### config.mk
export PLATFORM = sky130hd
export DESIGN_NAME = tx_frame_scheduler
export DESIGN_NICKNAME = d
export VERILOG_FILES = /design/src/rtl/tx_frame_scheduler_pkg.sv /design/src/rtl/tx_frame_scheduler_ifg_timer.sv /design/src/rtl/tx_frame_scheduler.sv
export SDC_FILE = /design/constraint.sdc
export NUM_CORES = 1
export LEC_CHECK = 0
export ABC_AREA = 1
export CORE_AREA = 2 2 92 94
export CTS_CLUSTER_DIAMETER = 40
export CTS_CLUSTER_SIZE = 20
export DETAILED_ROUTE_END_ITERATION = 8
export DIE_AREA = 0 0 94 96
export PLACE_DENSITY = 0.83
export SLEW_MARGIN = 10
export SYNTH_ARGS = -nofsm -noshare
export SYNTH_HDL_FRONTEND = slang
export SYNTH_SLANG_ARGS = --single-unit
### constraint.sdc
create_clock -name i_clk -period 4.75 [get_ports i_clk]
set_input_delay 0.95 -clock i_clk [delete_from_list [all_inputs] [get_ports i_clk]]
set_output_delay 0.95 -clock i_clk [all_outputs]
set_load 0.05 [all_outputs]
### src/rtl/tx_frame_scheduler_pkg.sv
// Shared definitions for the TX frame scheduler: FSM state encodings,
// source identifiers and small arithmetic helpers.
package tx_frame_scheduler_pkg;

  typedef enum logic [1:0] {
    ST_IDLE  = 2'd0,
    ST_GRANT = 2'd1,
    ST_XMIT  = 2'd2,
    ST_IFG   = 2'd3
  } state_t;

  typedef enum logic {
    SRC_TS = 1'b0,
    SRC_BE = 1'b1
  } src_t;

  localparam int unsigned BYTE_CNT_W = 11;
  localparam int unsigned FRAME_CNT_W = 16;
  localparam int unsigned OVF_CNT_W = 8;

  function automatic logic [OVF_CNT_W-1:0] sat_inc8(input logic [OVF_CNT_W-1:0] v);
    return (v == '1) ? v : v + OVF_CNT_W'(1);
  endfunction

endpackage

### src/rtl/tx_frame_scheduler_ifg_timer.sv
// Loadable down-counter used to time the inter-frame gap; done while zero.
module tx_frame_scheduler_ifg_timer #(
  parameter int unsigned WIDTH = 4
) (
  input  logic             i_clk,
  input  logic             i_rst_n,
  input  logic             i_load,
  input  logic [WIDTH-1:0] iv_load_val,
  input  logic             i_count,
  output logic             o_done
);

  logic [WIDTH-1:0] cnt;

  always_ff @(posedge i_clk or negedge i_rst_n) begin
    if (!i_rst_n) begin
      cnt <= '0;
    end else if (i_load) begin
      cnt <= iv_load_val;
    end else if (i_count && (cnt != '0)) begin
      cnt <= cnt - WIDTH'(1);
    end
  end

  always_comb begin
    o_done = (cnt == '0);
  end

endmodule

### src/rtl/tx_frame_scheduler.sv
// Two-source (time-sensitive / best-effort) egress frame scheduler with
// registered byte forwarding, inter-frame gap and frame error detection.
module tx_frame_scheduler
  import tx_frame_scheduler_pkg::*;
#(
  parameter int unsigned IFG_CYCLES   = 12,
  parameter int unsigned MAX_LEN      = 1522,
  parameter int unsigned START_WAIT   = 8,
  parameter int unsigned TS_BURST_MAX = 4
) (
  input  logic        i_clk,
  input  logic        i_rst_n,
  input  logic        i_ts_req,
  output logic        o_ts_gnt,
  input  logic [7:0]  iv_ts_data,
  input  logic        i_ts_data_wr,
  input  logic        i_ts_last,
  input  logic        i_be_req,
  output logic        o_be_gnt,
  input  logic [7:0]  iv_be_data,
  input  logic        i_be_data_wr,
  input  logic        i_be_last,
  output logic [7:0]  ov_pkt_data,
  output logic        o_pkt_data_wr,
  input  logic        i_fifo_overflow_pulse,
  output logic        o_gap_err,
  output logic        o_len_err,
  output logic        o_start_timeout,
  output logic [15:0] ov_ts_frame_cnt,
  output logic [15:0] ov_be_frame_cnt,
  output logic [7:0]  ov_overflow_cnt
);

  localparam int unsigned IFG_W   = (IFG_CYCLES > 1) ? $clog2(IFG_CYCLES) : 1;
  localparam int unsigned WAIT_W  = (START_WAIT > 1) ? $clog2(START_WAIT) : 1;
  localparam int unsigned BURST_W = $clog2(TS_BURST_MAX + 1);

  localparam logic [IFG_W-1:0]      IFG_LOAD    = IFG_W'(IFG_CYCLES - 1);
  localparam logic [WAIT_W-1:0]     WAIT_LAST   = WAIT_W'(START_WAIT - 1);
  localparam logic [BURST_W-1:0]    BURST_MAX_C = BURST_W'(TS_BURST_MAX);
  localparam logic [BYTE_CNT_W-1:0] MAX_LEN_C   = BYTE_CNT_W'(MAX_LEN);

  state_t                 state;
  src_t                   src;
  logic [BURST_W-1:0]     ts_burst_cnt;
  logic [WAIT_W-1:0]      wait_cnt;
  logic [BYTE_CNT_W-1:0]  byte_cnt;
  logic                   len_drop;

  logic       sel_wr;
  logic       sel_last;
  logic [7:0] sel_data;
  logic       ts_pick;
  logic       ifg_load;
  logic       ifg_count;
  logic       ifg_done;

  always_comb begin
    sel_wr    = (src == SRC_TS) ? i_ts_data_wr : i_be_data_wr;
    sel_last  = (src == SRC_TS) ? i_ts_last    : i_be_last;
    sel_data  = (src == SRC_TS) ? iv_ts_data   : iv_be_data;
    // TS wins unless it has used its burst allowance while BE is waiting.
    ts_pick   = i_ts_req && !((ts_burst_cnt == BURST_MAX_C) && i_be_req);
    // Timer sits preloaded outside IFG so it starts counting on entry.
    ifg_load  = (state != ST_IFG);
    ifg_count = (state == ST_IFG);
  end

  tx_frame_scheduler_ifg_timer #(
    .WIDTH(IFG_W)
  ) u_ifg_timer (
    .i_clk       (i_clk),
    .i_rst_n     (i_rst_n),
    .i_load      (ifg_load),
    .iv_load_val (IFG_LOAD),
    .i_count     (ifg_count),
    .o_done      (ifg_done)
  );

  always_ff @(posedge i_clk or negedge i_rst_n) begin
    if (!i_rst_n) begin
      state           <= ST_IDLE;
      src             <= SRC_TS;
      ts_burst_cnt    <= '0;
      wait_cnt        <= '0;
      byte_cnt        <= '0;
      len_drop        <= 1'b0;
      o_ts_gnt        <= 1'b0;
      o_be_gnt        <= 1'b0;
      ov_pkt_data     <= '0;
      o_pkt_data_wr   <= 1'b0;
      o_gap_err       <= 1'b0;
      o_len_err       <= 1'b0;
      o_start_timeout <= 1'b0;
      ov_ts_frame_cnt <= '0;
      ov_be_frame_cnt <= '0;
      ov_overflow_cnt <= '0;
    end else begin
      o_ts_gnt        <= 1'b0;
      o_be_gnt        <= 1'b0;
      o_pkt_data_wr   <= 1'b0;
      o_gap_err       <= 1'b0;
      o_len_err       <= 1'b0;
      o_start_timeout <= 1'b0;

      if (i_fifo_overflow_pulse) begin
        ov_overflow_cnt <= sat_inc8(ov_overflow_cnt);
      end

      case (state)
        ST_IDLE: begin
          if (ts_pick) begin
            src      <= SRC_TS;
            o_ts_gnt <= 1'b1;
            wait_cnt <= '0;
            state    <= ST_GRANT;
            if (ts_burst_cnt != BURST_MAX_C) begin
              ts_burst_cnt <= ts_burst_cnt + BURST_W'(1);
            end
          end else if (i_be_req) begin
            src          <= SRC_BE;
            o_be_gnt     <= 1'b1;
            wait_cnt     <= '0;
            ts_burst_cnt <= '0;
            state        <= ST_GRANT;
          end
        end

        ST_GRANT: begin
          if (sel_wr) begin
            o_pkt_data_wr <= 1'b1;
            ov_pkt_data   <= sel_data;
            byte_cnt      <= BYTE_CNT_W'(1);
            len_drop      <= 1'b0;
            if (sel_last) begin
              if (src == SRC_TS) ov_ts_frame_cnt <= ov_ts_frame_cnt + 16'd1;
              else               ov_be_frame_cnt <= ov_be_frame_cnt + 16'd1;
              state <= ST_IFG;
            end else begin
              state <= ST_XMIT;
            end
          end else if (wait_cnt == WAIT_LAST) begin
            o_start_timeout <= 1'b1;
            state           <= ST_IFG;
          end else begin
            wait_cnt <= wait_cnt + WAIT_W'(1);
          end
        end

        ST_XMIT: begin
          if (!sel_wr) begin
            // A stall after a length overrun closes the frame quietly so
            // only one error is reported per frame.
            if (!len_drop) o_gap_err <= 1'b1;
            state <= ST_IFG;
          end else if (len_drop || (byte_cnt == MAX_LEN_C)) begin
            if (!len_drop) o_len_err <= 1'b1;
            len_drop <= 1'b1;
            if (sel_last) state <= ST_IFG;
          end else begin
            o_pkt_data_wr <= 1'b1;
            ov_pkt_data   <= sel_data;
            byte_cnt      <= byte_cnt + BYTE_CNT_W'(1);
            if (sel_last) begin
              if (src == SRC_TS) ov_ts_frame_cnt <= ov_ts_frame_cnt + 16'd1;
              else               ov_be_frame_cnt <= ov_be_frame_cnt + 16'd1;
              state <= ST_IFG;
            end
          end
        end

        ST_IFG: begin
          if (ifg_done) state <= ST_IDLE;
        end

        default: state <= ST_IDLE;
      endcase
    end
  end

endmodule

==> impl_metrics.toml <==
[worst_setup_path]
cp-start-kind = "input port"
cp_top_family = "simple AND/OR/NAND/NOR gates"
crit_fanout = 32
worstPathRequired_ps = 4990
endpoint_kind = "flip-flop"
worstSetupPathType = "in2reg"
worst_path_most_repeated_cell = "nand2_2"
path_cells = "clkdlybuf4s50_1 > nand2_2 > nand2_2 > inv_2 > a21oi_4 > nand2_2 > nand2_1 > o21ai_1"
crit_buf_inv = 2
slowest_stage = "a21oi_4"
worstPathArrival_ps = 2920
max_stage_delay_ps = 500

[global_routing]
grt_pass1_vias = 4076
antenna_found_initial = 0
grt_overflow = 0
grt_pass1_wl_mm = 18.4
gr-usage-all-layers = 0.255
grt_max_degree = 80

[final_layout]
register_area_um2 = 1980
final_area_um2 = 5540
multi_input_area_um2 = 2150
nNetsFinal = 691
drive_gt1_frac = 0.0502
fill_cells = 655
syn_to_final_growth_pct = 23.6
diodes = 0

[drt]
wire_per_inst_um = 13.9
firstDrtPassIters = 5
drc = 0
ant_nets = 0
vias = 4105
via_per_inst = 5.39
drtIter0Drc = 285
wirelength_mm = 10.6

[timing]
period_minus_slack_ps = 2680
period_share = 0.565
finalHoldViolCount = 0
drv_slew = 0
fin_setup_tns_ps = 0
rsz0062_at_grt = "false"
tightest_slew_ps = 1010
max_slew_margin = 0.329
finClkSkew_ps = 9.51
fmax_mhz = 373
setup_violations = 0

[synthesis]
synth_area_per_cell_um2 = 7.73
yosysMostFrequentCell = "nand2_1"
ys_async_sr_fraction = 1.00
ys_seq_elements = 79
ys_types = 33
synth_edf_count = 0
syn_nets = 619
yosysTopAreaCellShare = 0.441
yosys_warnings = 0
seq_area_frac_synth = 0.441
syn_inst = 580
yosysTopAreaCell = "dfrtp_1"
synth_ff_type = "dfrtp_1"
synthTopCellsByArea = "dfrtp_1 (44%), nand2_1 (15%), nand4_1 (5.7%), inv_1 (5.4%), nor2_1 (4.7%)"
synth_area_um2 = 4480
synth_commonest_cells = "nand2_1 (176), dfrtp_1 (79), inv_1 (64), nor2_1 (56), nand4_1 (41)"

[outcome]
outcome = "finished clean"

[clock_tree]
post_cts_buffers = 0
numCtsBuffers = 9
clk_latency_ps = 360
ctsHoldBuffers = 0
clkSlewWorstSetupHoldPaths_ps = 90
cts_resized = 0
cts_buffer_depth = 2
cts_tree = "yes"
htreeDepth = 3
cts.sinks = 79
cts_root_buf = "clkbuf_8"

[placement]
io_buffers = 78
gp_congestion = 0.870
postPlaceCellArea_um2 = 5290
place_hpwl_mm = 7.23

[floorplan]
die_area_um2 = 9020
io_pins = 79
core_um2 = 8050
initial_utilization = 0.557
die_x_um = 94
row_count = 33
chipHeight_um = 96

[flow_run]
cap_violations = 0

[power_and_ir_drop]
p_leak_nw = 2.62
finalPower_w = 0.00293
power-per-cell-area_nw_per_um2 = 529
max-vdd-ir-drop_mv = 0.478

[min_path]
hold_path_class = "reg2reg"
## worst paths after layout
| check | from | endpoint | slack [ps] | cells past startpoint |
|---|---|---|---|---|
| worst max-delay path | i_be_data_wr | byte_cnt[6]$_DFFE_PN0P_ | 2070 | 8 |
| worst min-delay path | ov_be_frame_cnt[15]$_DFFE_PN0P_ | ov_be_frame_cnt[15]$_DFFE_PN0P_ | 490 | 2 |
| worst max register to register | state[0]$_DFFE_PN0P_ | byte_cnt[6]$_DFFE_PN0P_ | 2190 | 7 |
| worst min register to register | ov_be_frame_cnt[15]$_DFFE_PN0P_ | ov_be_frame_cnt[15]$_DFFE_PN0P_ | 490 | 2 |
| max in group asynchronous | i_rst_n | ov_overflow_cnt[2]$_DFFE_PN0P_ | 3350 | 1 |
| min in group asynchronous | i_rst_n | byte_cnt[8]$_DFFE_PN0P_ | 760 | 1 |
## where the power goes
group	leakage [nW]	total (W)	internal, W	switching (W)
registers	1.04	0.000980	0.000827	0.000153
logic	1.45	0.00132	0.000404	0.000912
clock network	0.124	0.000638	0.000367	0.000270
## final cells by class
type / instances / area share
sequential: 79 / 0.357
timing repair buffer: 78 / 0.140
inverter: 66 / 0.0447
clock buffer: 10 / 0.0248
tap: 105 / 0.0237
multi-input combinational: 418 / 0.389
clock inverter: 6 / 0.0208
## sequential cells by signal (all words and copies together), names as in the netlist
name / count
wait_cnt: 3
o_start_timeout: 1
o_len_err: 1
ov_pkt_data: 8
o_gap_err: 1
ts_burst_cnt: 3
state: 2
ov_ts_frame_cnt: 16
ov_overflow_cnt: 8
o_be_gnt: 1
o_ts_gnt: 1
o_pkt_data_wr: 1
byte_cnt: 11
u_ifg_timer.cnt: 4
src: 1
len_drop: 1
ov_be_frame_cnt: 16
## per-layer routing
layer,global-route usage,up-vias,share of wire
met5,0,-,0
met4,0.0833,0,0.014
met3,0.0572,16,0.055
met2,0.426,125,0.49
met1,0.334,1944,0.44
li1,-,2020,-
## cell families after synthesis
group,share of synthesized area
AOI/OAI and AO/OA,0.0466
muxes,0.0201
and+or+nand+nor,0.332
xor gates and xnor gates,0.0430
DFF,0.441
buffers and inverters,0.0784
adders and majority gates,0.0391
## worst min-delay path: stages, from the launching register on
cell and delay, ps:
dfrtp_1 360, nand2_1 60, nand2_1 50
## stage by stage
step                      setup WS (ps)   util  std cells  hold slack [ps]
after detailed placement           1730  0.657        746              478
after CTS                          2090  0.688        762              497
after global routing               1860  0.688        762              519
final                              2070  0.688        762              494
after global placement             1820  0.657        746              473
after floorplan                    2930      -        580              445
## cells in the final DEF (no fill, tap or decap), types with 3 or more instances in the layout
cell,count
inv_1,64
nand4_1,41
nor2_1,56
o21ai_1,15
nand2_1,176
nor3_1,8
nand3_1,37
clkbuf_8,10
clkdlybuf4s50_1,77
xnor2_1,9
nand2_2,5
mux2i_1,9
bufinv_16,3
dfrtp_1,79
a21oi_1,7
o21ai_0,9
nand3b_1,3
ha_1,14
or2_2,3
xor2_1,13
Note: power is estimated with default switching activity, not from simulation.
